File: src/rtl/pwm_ctrl_pkg.sv
// Shared types and defaults for the PWM ramp sequencer.
package pwm_ctrl_pkg;

  localparam int unsigned DEF_DUTY_W = 3;
  localparam int unsigned DEF_CNT_W  = 16;
  localparam logic [DEF_DUTY_W-1:0] DUTY_MAX = {DEF_DUTY_W{1'b1}};

  typedef enum logic [2:0] {
    ST_OFF,
    ST_EVAL,
    ST_STEP,
    ST_DWELL,
    ST_RUN
  } state_e;

endpackage

File: src/rtl/step_timer.sv
// Down-counter for step-hold and dwell phases; expire_c marks the final cycle of a loaded interval.
module step_timer #(
  parameter int unsigned CNT_W = 16
) (
  input  logic             clk,
  input  logic             rst,
  input  logic             load,
  input  logic [CNT_W-1:0] load_val,
  output logic             expire_c
);

  logic [CNT_W-1:0] cnt_q;
  logic [CNT_W-1:0] cnt_d;

  always_comb begin
    cnt_d = cnt_q;
    if (load) begin
      cnt_d = load_val;
    end else if (cnt_q != '0) begin
      cnt_d = cnt_q - CNT_W'(1);
    end
  end

  always_ff @(posedge clk or negedge rst) begin
    if (!rst) begin
      cnt_q <= '0;
    end else begin
      cnt_q <= cnt_d;
    end
  end

  assign expire_c = (cnt_q == CNT_W'(1));

endmodule

File: src/rtl/pwm_ramp_ctrl.sv
// Soft-start/stop and retarget sequencer driving the PWM en/inc/dec controls.
module pwm_ramp_ctrl
  import pwm_ctrl_pkg::*;
#(
  parameter int unsigned       DUTY_W    = DEF_DUTY_W,
  parameter int unsigned       CNT_W     = DEF_CNT_W,
  parameter logic [DUTY_W-1:0] INIT_DUTY = DUTY_W'(4)
) (
  input  logic              clk,
  input  logic              rst,
  input  logic              start,
  input  logic              stop,
  input  logic [DUTY_W-1:0] target,
  input  logic [CNT_W-1:0]  step_hold,
  input  logic [CNT_W-1:0]  dwell,
  output logic              pwm_en,
  output logic              duty_inc,
  output logic              duty_dec,
  output logic [DUTY_W-1:0] duty_est,
  output logic              busy,
  output logic              at_target,
  output logic              done
);

  localparam logic [DUTY_W-1:0] DUTY_TOP =
    (DUTY_W == DEF_DUTY_W) ? DUTY_W'(DUTY_MAX) : {DUTY_W{1'b1}};

  state_e            state_q, state_d;
  logic              dir_q, dir_d;
  logic              stop_pend_q, stop_pend_d;
  logic [DUTY_W-1:0] duty_q, duty_d;
  logic [CNT_W-1:0]  dwell_q, dwell_d;
  logic              pwm_en_q, pwm_en_d;
  logic              duty_inc_q, duty_inc_d;
  logic              duty_dec_q, duty_dec_d;
  logic              busy_q, busy_d;
  logic              at_target_q, at_target_d;
  logic              done_q, done_d;

  logic              tmr_load;
  logic [CNT_W-1:0]  tmr_val;
  logic              tmr_expire_c;
  logic [CNT_W-1:0]  hold_eff;
  logic [DUTY_W-1:0] goal;

  step_timer #(.CNT_W(CNT_W)) u_timer (
    .clk      (clk),
    .rst      (rst),
    .load     (tmr_load),
    .load_val (tmr_val),
    .expire_c (tmr_expire_c)
  );

  // Next-state, timer control and registered-output decode.
  always_comb begin
    state_d     = state_q;
    dir_d       = dir_q;
    stop_pend_d = stop_pend_q;
    duty_d      = duty_q;
    dwell_d     = dwell_q;
    tmr_load    = 1'b0;
    hold_eff    = (step_hold == '0) ? CNT_W'(1) : step_hold;
    tmr_val     = hold_eff;
    goal        = stop_pend_q ? '0 : target;

    case (state_q)
      ST_OFF: begin
        if (start && !stop) begin
          state_d     = ST_EVAL;
          stop_pend_d = 1'b0;
        end
      end
      ST_EVAL: begin
        if (stop) stop_pend_d = 1'b1;
        if (duty_q != goal) begin
          state_d  = ST_STEP;
          dir_d    = (duty_q < goal);
          tmr_load = 1'b1;
          dwell_d  = dwell;
        end else if (stop_pend_q) begin
          state_d     = ST_OFF;
          stop_pend_d = 1'b0;
        end else begin
          state_d = ST_RUN;
        end
      end
      ST_STEP: begin
        if (stop) stop_pend_d = 1'b1;
        if (tmr_expire_c) begin
          if (dir_q) begin
            duty_d = (duty_q == DUTY_TOP) ? duty_q : duty_q + DUTY_W'(1);
          end else begin
            duty_d = (duty_q == '0) ? duty_q : duty_q - DUTY_W'(1);
          end
          if (dwell_q != '0) begin
            state_d  = ST_DWELL;
            tmr_load = 1'b1;
            tmr_val  = dwell_q;
          end else begin
            state_d = ST_EVAL;
          end
        end
      end
      ST_DWELL: begin
        if (stop) stop_pend_d = 1'b1;
        if (tmr_expire_c) state_d = ST_EVAL;
      end
      ST_RUN: begin
        // A stop that landed during the last EVAL is still pending here.
        if (stop || stop_pend_q) begin
          stop_pend_d = 1'b1;
          state_d     = ST_EVAL;
        end else if (target != duty_q) begin
          state_d = ST_EVAL;
        end
      end
      default: state_d = ST_OFF;
    endcase

    pwm_en_d    = (state_d != ST_OFF);
    duty_inc_d  = (state_d == ST_STEP) && dir_d;
    duty_dec_d  = (state_d == ST_STEP) && !dir_d;
    busy_d      = (state_d == ST_EVAL) || (state_d == ST_STEP) || (state_d == ST_DWELL);
    at_target_d = (state_d == ST_RUN);
    // The final EVAL of a soft stop is the one entered pending with duty already at 0.
    done_d      = (state_d == ST_EVAL) && stop_pend_d && (duty_d == '0);
  end

  always_ff @(posedge clk or negedge rst) begin
    if (!rst) begin
      state_q     <= ST_OFF;
      dir_q       <= 1'b0;
      stop_pend_q <= 1'b0;
      duty_q      <= INIT_DUTY;
      dwell_q     <= '0;
      pwm_en_q    <= 1'b0;
      duty_inc_q  <= 1'b0;
      duty_dec_q  <= 1'b0;
      busy_q      <= 1'b0;
      at_target_q <= 1'b0;
      done_q      <= 1'b0;
    end else begin
      state_q     <= state_d;
      dir_q       <= dir_d;
      stop_pend_q <= stop_pend_d;
      duty_q      <= duty_d;
      dwell_q     <= dwell_d;
      pwm_en_q    <= pwm_en_d;
      duty_inc_q  <= duty_inc_d;
      duty_dec_q  <= duty_dec_d;
      busy_q      <= busy_d;
      at_target_q <= at_target_d;
      done_q      <= done_d;
    end
  end

  assign pwm_en    = pwm_en_q;
  assign duty_inc  = duty_inc_q;
  assign duty_dec  = duty_dec_q;
  assign duty_est  = duty_q;
  assign busy      = busy_q;
  assign at_target = at_target_q;
  assign done      = done_q;

endmodule

File: config.mk
export PLATFORM = sky130hd
export DESIGN_NAME = pwm_ramp_ctrl
export DESIGN_NICKNAME = d
export VERILOG_FILES = /design/src/rtl/pwm_ctrl_pkg.sv /design/src/rtl/step_timer.sv /design/src/rtl/pwm_ramp_ctrl.sv
export SDC_FILE = /design/constraint.sdc
export NUM_CORES = 1
export LEC_CHECK = 0
export CAP_MARGIN = 40
export CORE_MARGIN = 10
export CORE_UTILIZATION = 38
export DETAILED_ROUTE_END_ITERATION = 6
export SYNTH_ARGS = -nofsm -noshare
export SYNTH_HDL_FRONTEND = slang
export SYNTH_SLANG_ARGS = --single-unit
File: constraint.sdc
create_clock -name clk -period 1.85 [get_ports clk]
set_input_delay 0.2775 -clock clk [delete_from_list [all_inputs] [get_ports clk]]
set_output_delay 0.2775 -clock clk [all_outputs]
set_load 0.05 [all_outputs]
After elaboration in Yosys (flattened, before gate mapping)
Index checks and enable logic that the tools add are counted.

word-level totals
  flip-flop bits (word level) = 46
  bits of input ports = 39
  output and inout bits = 9

operators by class
  $add $sub $neg = 3
  order comparisons = 1
  eq/ne operators = 12
  muxes and demuxes = 33
  reduce and logical (&&, ||, !) cells = 20

operator list
  kind                   number
  $mux 16                6
  $mux 3                 13
  $reduce_bool 16->1     2
  $eq 16x1->1 const B    1
  $logic_not 16->1       1
  $sub 16x1->16 const B  1
  $pmux 3 s5             1
  $eq 3x2->1 const B     4
  $mux 1                 10
  $eq 3x3->1 const B     3
  $logic_not 3->1        3
  $eq 3x1->1 const B     2
  $ne 3x3->1             2
  $logic_and 1x1->1      5
  $pmux 1 s4             1
  $add 3x1->3 const B    1
  $logic_or 1x1->1       3
  $lt 3x3->1             1
  $reduce_bool 3->1      1
  $sub 3x1->3 const B    1
  $logic_not 1->1        2
  $mux 2                 1
  $pmux 1 s2             1
  $reduce_and 2->1       1
  2 further kinds        2

Longest topological paths before layout
Gate-level depths: netlist (run 1).

  depth in word-level cells = 7
  depth in mapped cells = 10
  gate-level depth less buffers = 7

Hierarchy
From an unflattened synthesis (run 1), not the netlist that was laid out.

second synthesis, totals
  cells, all modules = 271
  area total of the unflattened synthesis = 2772.7 µm²

by module, submodules not included
  module         instances  cells each  area each (µm²)  sequential area each (µm²)
  pwm_ramp_ctrl  1          151         1672.9           752.0
  step_timer     1          120         1099.8           400.4

Least setup slack after synthesis (run 1)
No wires, ideal clock.

  path kind = register -> register
  start point = reg duty_q[0] (netlist: duty_est[0])
  end point = reg pwm_en_q (netlist: pwm_en)
  setup time = 131 ps
  arrival = 2126 ps
  slack = -407 ps
  cell stages (with the launch flop) = 8
  path buffers = 0
  period minus slack after synthesis = 2257 ps
  cell sequence = dfrtp_1 inv_1 ha_1 nand3_1 and3_1 a221oi_4 inv_2 or3_1

on the way
  longest elaborated chain between the ends = 5

RTL lines
  element                 line                  source
  from (decl)             pwm_ramp_ctrl.sv:31   logic [DUTY_W-1:0] duty_q, duty_d;
  from (signal assigned)  pwm_ramp_ctrl.sv:146  duty_q <= duty_d;
  $ne 3x3->1              pwm_ramp_ctrl.sv:113  end else if (target != duty_q) begin
  $mux 3                  pwm_ramp_ctrl.sv:113
  $mux 3                  pwm_ramp_ctrl.sv:110  if (stop || stop_pend_q) begin
  $pmux 3 s5 (*)          pwm_ramp_ctrl.sv:66   case (state_q)
  net state_d[1]          pwm_ramp_ctrl.sv:28   state_e state_q, state_d;
  $reduce_bool 3->1 (*)   pwm_ramp_ctrl.sv:120  pwm_en_d = (state_d != ST_OFF);
  net pwm_en_d            pwm_ramp_ctrl.sv:33   logic pwm_en_q, pwm_en_d;
  to (signal assigned)    pwm_ramp_ctrl.sv:148  pwm_en_q <= pwm_en_d;
  to (decl)               pwm_ramp_ctrl.sv:33

Mark *: on every way through the listed nets, which the timed path passes. The rest lies on a longest branch.
A chain may end at the register's enable or synchronous reset.

Final worst setup path (run 1)
  start point = reg u_timer.cnt_q[1]
  end point = reg pwm_en_q (netlist: pwm_en)

on the way
  longest elaborated chain between the ends = 4

RTL lines
  element                    line                                       source
  from (decl)                step_timer.sv:12                           logic [CNT_W-1:0] cnt_q;
  from (signal assigned)     step_timer.sv:28                           cnt_q <= cnt_d;
  $eq 16x1->1 (*)            step_timer.sv:32                           assign expire_c = (cnt_q == CNT_W'(1));
  $mux 3 (on tied branches)  pwm_ramp_ctrl.sv:106, pwm_ramp_ctrl.sv:89
  $pmux 3 s5 (*)             pwm_ramp_ctrl.sv:66
  $reduce_bool 3->1 (*)      pwm_ramp_ctrl.sv:120
  net pwm_en_d               pwm_ramp_ctrl.sv:33

Marks and branches as above.

==> qor.yml, run 1 <==
fin_crit_ns: 1.99
ant_nets: 0
final_cell_mix: "buf_4 (83), nand2_1 (63), dfrtp_1 (43), clkdlybuf4s50_1 (41)"
std_cell_rows: 30
rsz0062_at_grt: "true"
wire_per_inst_um: 15.9
diodes: 0
via_per_inst: 5.11
mappedNetlistArea_mm2: 0.00269
worst_setup_path_end_kind: "flip-flop"
period_share: 1.08
dpl_worst_slack_ns: -0.492
initial_utilization: 0.393
reg2reg_depth: 8
worstPathMaxFanout: 5
hold_viol_final: 0
numPortBuffers: 47
grt_overflow: 0
violations: "setup timing"
syn_avg_cell_area_um2: 9.14
rr_startpoint: "u_timer.cnt_q[1]"
die-area_mm2: 0.0108
critPathLaunchType: "flip-flop"
cts_buffers: 5
clockBufferDepth: 2
skew_ns: 0.00726
crit_type: "reg -> reg"
mostFrequentLayoutCell: "buf_4"
placed_area_mm2: 0.00389
root_buffer: "clkbuf_8"
grt_start_max_net_pins: 25
dp.final_hpwl_um: 6340
async_reset_ff_frac: 1.00
ys_warn_count: 0
required_ns: 2.03
regArea_mm2: 0.00116
synth_edf_count: 0
critPathSlowestCell: "dfrtp_1"
ys_seq_elements: 46
path_cells: "inv_2, ha_4, nor3b_4, and4_4, and2_4, buf_6, or2_4, or3_1"
syn2layout_area_growth_pct: 65.6
p_leak_nw: 1.98
num-nets-final: 478
nFillCells: 566
globalplace.congestion: 0.872
finalMaxSlewViolations: 0
antenna_found_initial: 0
reg2reg_slack_ns: -0.14
fp.dieH_um: 104
stdcell_count: 527
slew_headroom: 0.644
status: "finished with violations"
hp-class: "in -> async"
multiInputGateArea_mm2: 0.00174
grt_pass1_wl_um: 13400
clock.fmax_mhz: 502
critical-path-max-stage-delay_ns: 0.40
syn_nets: 342
io_pins: 48
num_vias: 2691
drtIter0Drc: 145
path_clk_slew_ns: 0.09
dp.cells: 502
ir_drop_mv: 0.476
utilization: 0.651
dr.pass1.iters: 4
yosys_most_used_dff: "dfrtp_1"
die_x_um: 104
postLayoutCellArea_mm2: 0.00445
hold_slack_ns: 0.480
rr_endpoint: "pwm_en"
yosys.cell_types.count: 54
htreeDepth: 2
drt_wl_total_um: 8380
clock_sinks: 46
drc_errors: 0
grt.total_usage: 0.149
synth_cells: 294
clkLatencyLatePin_ns: 0.30
grt_pass1_vias: 2718
cap_violations: 0
ys_seq_area_frac: 0.429
fin_ws_ns: -0.140
p_per_area_mw_per_mm2: 709
core_mm2: 0.00683
worst_pin_slew_ns: 0.532
tritoncts: "built"
worstPathArrival_ns: 2.17
drive_above_1_share: 0.397
setup_viol_count_final: 15
[synthesized netlist by cell type, types with 4 or more instances]
| cell type | count | area (µm²) |
|---|---|---|
| a22oi_1 | 9 | 67.6 |
| a31oi_1 | 6 | 37.5 |
| buf_2 | 4 | 20.0 |
| clkbuf_1 | 8 | 30.0 |
| dfrtp_1 | 45 | 1130 |
| ha_1 | 9 | 113 |
| inv_1 | 7 | 26.3 |
| nand2_1 | 65 | 244 |
| nand3_1 | 7 | 35.0 |
| nand4_1 | 4 | 25.0 |
| nor2_1 | 14 | 52.6 |
| nor2b_1 | 5 | 31.3 |
| nor3_1 | 6 | 30.0 |
| nor3b_1 | 5 | 37.5 |
| nor4_1 | 12 | 75.1 |
| o21ai_0 | 13 | 65.1 |
| o31ai_1 | 4 | 30.0 |
| xnor2_1 | 12 | 105 |
[repair_timing]
action | in CTS | in global routing
buffers inserted | 10 | 5
hold endpoints to repair | 45 | 0
endpoints found under the setup margin | 31 | 28
pin swaps | 18 | 17
hold buffers | 1 | 0
gates cloned | 1 | 0
gates resized for setup | 39 | 29
[critical path: cells and delay by family, from the launching register on]
kind | cells | cell delay (ns)
AND/OR/NAND/NOR | 5 | 1.13
flip-flops | 1 | 0.40
buffers and inverters | 2 | 0.18
adder cells (fa/ha/maj) | 1 | 0.15
[sequential cells by signal (all words and copies together), names as in the netlist]
name,count
duty_dec,1
stop_pend_q,1
u_timer.cnt_q,16
pwm_en,1
duty_inc,1
at_target,1
duty_est,3
state_q,3
busy,1
dir_q,1
done,1
dwell_q,16
[per-layer routing]
layer | up-vias | routed length (µm) | track usage
met3 | 9 | 292 | 0.0235
met1 | 1294 | 3710 | 0.190
met2 | 59 | 4250 | 0.252
met5 | - | 0 | 0
met4 | 0 | 119 | 0.0457
li1 | 1329 | - | -
[worst max-delay path by stage]
stage / from / end / slack [ns] / cells past startpoint
detailed placement: target[0] / pwm_en / -0.49 / 8
global route: dwell_q[11] / pwm_en / -0.21 / 6
global placement: target[0] / done / -0.41 / 8
floorplan: duty_est[2] / pwm_en / -0.16 / 7
CTS: u_timer.cnt_q[1] / pwm_en / -0.12 / 8
finish: u_timer.cnt_q[1] / pwm_en / -0.14 / 8
[kinds of logic after synthesis]
kind of cell               share of synthesized area
AOI/OAI and AO/OA                              0.136
xor gates and xnor gates                      0.0489
and+or+nand+nor                                0.288
muxes                                         0.0121
DFF                                            0.429
buffers and inverters                         0.0438
adders and majority gates                     0.0419
[through the flow]
step / total power, W / TNS, ns
2_1_floorplan: 0.00180 / -0.410
3_3_place_gp: 0.00228 / -11.14
3_5_place_dp: 0.00231 / -13.40
4_1_cts: 0.00311 / -0.483
5_1_grt: 0.00332 / -2.66
6_report: 0.00315 / -0.767
[power breakdown]
part,switching (W),internal [W]
Clock,0.000338,0.000378
Sequential,0.000179,0.00117
Combinational,0.000490,0.000598
[final cells by class]
type                       instances  share of cell area
tap                               96              0.0270
inverter                           8             0.00675
sequential                        46               0.260
clock buffer                       8              0.0248
timing repair buffer             144               0.291
multi-input combinational        225               0.390
(Power assumes the default switching activity.)
==> run 2: changes to the inputs <==
- REMOVE_ABC_BUFFERS: not set -> 1
==> run 2 against run 1 <==
The flow still finishes with violations (setup timing). Sequential share of layout area decreased by 1.0 points. Count of clock-buffer cells in the layout decreased by 2. Via count increased by 1.3%. Final area increased by 3.5%. Largest cell class unchanged. Critical path depth unchanged. Die area unchanged. Clock power increased by 9.4%. Power increased by 9.1%. Non-clock buffer count increased by 4.
==> qor.yml, run 2 (same netlist as run 1, synthesis figures left out) <==
reg2reg_depth: 8
num_vias: 2725
initial_utilization: 0.393
clockBufferDepth: 2
crit_type: "reg -> reg"
grt.total_usage: 0.147
reg2reg_slack_ns: -0.17
die_x_um: 104
hold_slack_ns: 0.482
cap_violations: 0
clock.fmax_mhz: 494
path_clk_slew_ns: 0.09
p_leak_nw: 2.05
numPortBuffers: 47
htreeDepth: 2
fin_ws_ns: -0.174
grt_overflow: 0
fin_crit_ns: 2.02
crit_path_start: "u_timer.cnt_q[0]"
diodes: 0
root_buffer: "clkbuf_8"
skew_ns: 0.00755
critPathSlowestCell: "or4_1"
grt_start_max_net_pins: 25
path_cells: "buf_4, inv_1, ha_1, nor3b_4, nand4b_1, or4_1, nand3_1, a22o_1"
worst_pin_slew_ns: 0.527
antenna_found_initial: 0
top_regs: "dwell_q (16), u_timer.cnt_q (16)"
core_mm2: 0.00683
worstPathMaxFanout: 5
slew_headroom: 0.649
setup_viol_count_final: 15
hp-class: "in -> async"
wire_per_inst_um: 17.1
final_cell_mix: "buf_4 (82), nand2_1 (59), dfrtp_1 (45), clkdlybuf4s50_1 (42), buf_6 (15)"
hold_viol_final: 0
rr_startpoint: "u_timer.cnt_q[0]"
required_ns: 2.10
clkLatencyLatePin_ns: 0.30
violations: "setup timing"
rsz0062_at_grt: "true"
worstSetupPathDepth: 8
worstPathArrival_ns: 2.27
globalplace.congestion: 0.861
fp.dieH_um: 104
drc_errors: 0
via_per_inst: 5.15
ir_drop_mv: 0.386
dp.final_hpwl_um: 6130
num-nets-final: 481
std_cell_rows: 30
syn2layout_area_growth_pct: 71.4
p_per_area_mw_per_mm2: 747
clock_sinks: 46
status: "finished with violations"
dr.pass1.iters: 4
drtIter0Drc: 139
mostFrequentLayoutCell: "buf_4"
worst_setup_path_end_kind: "flip-flop"
grt_pass1_vias: 2725
tritoncts: "built"
rr_endpoint: "u_timer.cnt_q[14]"
critPathLaunchType: "flip-flop"
ant_nets: 0
cts_buffers: 5
io_pins: 48
grt_pass1_wl_um: 13100
utilization: 0.674
finalPower_w: 0.00344
period_share: 1.09
crit_buf_inv: 2
finalMaxSlewViolations: 0
nFillCells: 527
die-area_mm2: 0.0108
drt_wl_total_um: 9030
drive_above_1_share: 0.432
critical-path-max-stage-delay_ns: 0.51
cp_top_family: "simple AND/OR/NAND/NOR gates"
-- run 2: cell count changes in the layout (fill, tap and decap cells not counted), sizes merged --
cell,change
and3,-1
buf,+3
bufinv,+1
clkbuf,-1
clkdlybuf4s50,+1
dlymetal6s2s,-1
-- run 2: worst max-delay path by stage --
stage                                    to
final                     u_timer.cnt_q[14]
after global routing      u_timer.cnt_q[14]
after CTS                  u_timer.cnt_q[7]
after detailed placement   u_timer.cnt_q[7]
after global placement     u_timer.cnt_q[7]
after floorplan            u_timer.cnt_q[9]
-- run 2: layer usage --
layer  part of all wire  GRT usage
met3              0.041     0.0223
met4              0.021     0.0537
met2               0.50      0.236
met5                  0          0
met1               0.44      0.194
-- run 2: report_power, final --
group | total, W | internal (W) | switching [W]
clock | 0.000783 | 0.000433 | 0.000350
sequential | 0.00136 | 0.00117 | 0.000187
combinational | 0.00130 | 0.000727 | 0.000573
-- run 2: cell type report --
class | instances | area, µm² | share of cell area
Clock buffer | 6 | 82.6 | 0.0179
Multi-Input combinational cell | 224 | 1840 | 0.400
Clock inverter | 1 | 30.0 | 0.00652
Inverter | 8 | 30.0 | 0.00652
Sequential cell | 46 | 1150 | 0.250
Tap cell | 96 | 120 | 0.0261
Timing Repair Buffer | 148 | 1350 | 0.293
-- run 2: repair_timing --
action,in CTS,in global routing
pin swaps,24,19
gates cloned,1,1
buffers inserted,7,6
hold buffers,1,0
resized for setup,47,67
setup endpoints to repair,37,28
endpoints found under the hold margin,22,0
-- run 2: metrics by stage --
stage / TNS (ns) / worst slack, ns / instance area, µm² / instances
final: -0.861 / -0.174 / 4600 / 529
after global routing: -1.96 / -0.205 / 4600 / 529
after CTS: -0.470 / -0.109 / 4220 / 523
after detailed placement: -15.45 / -0.543 / 3850 / 507
after global placement: -12.28 / -0.438 / 3850 / 507
after floorplan: -20.49 / -0.821 / 2600 / 278
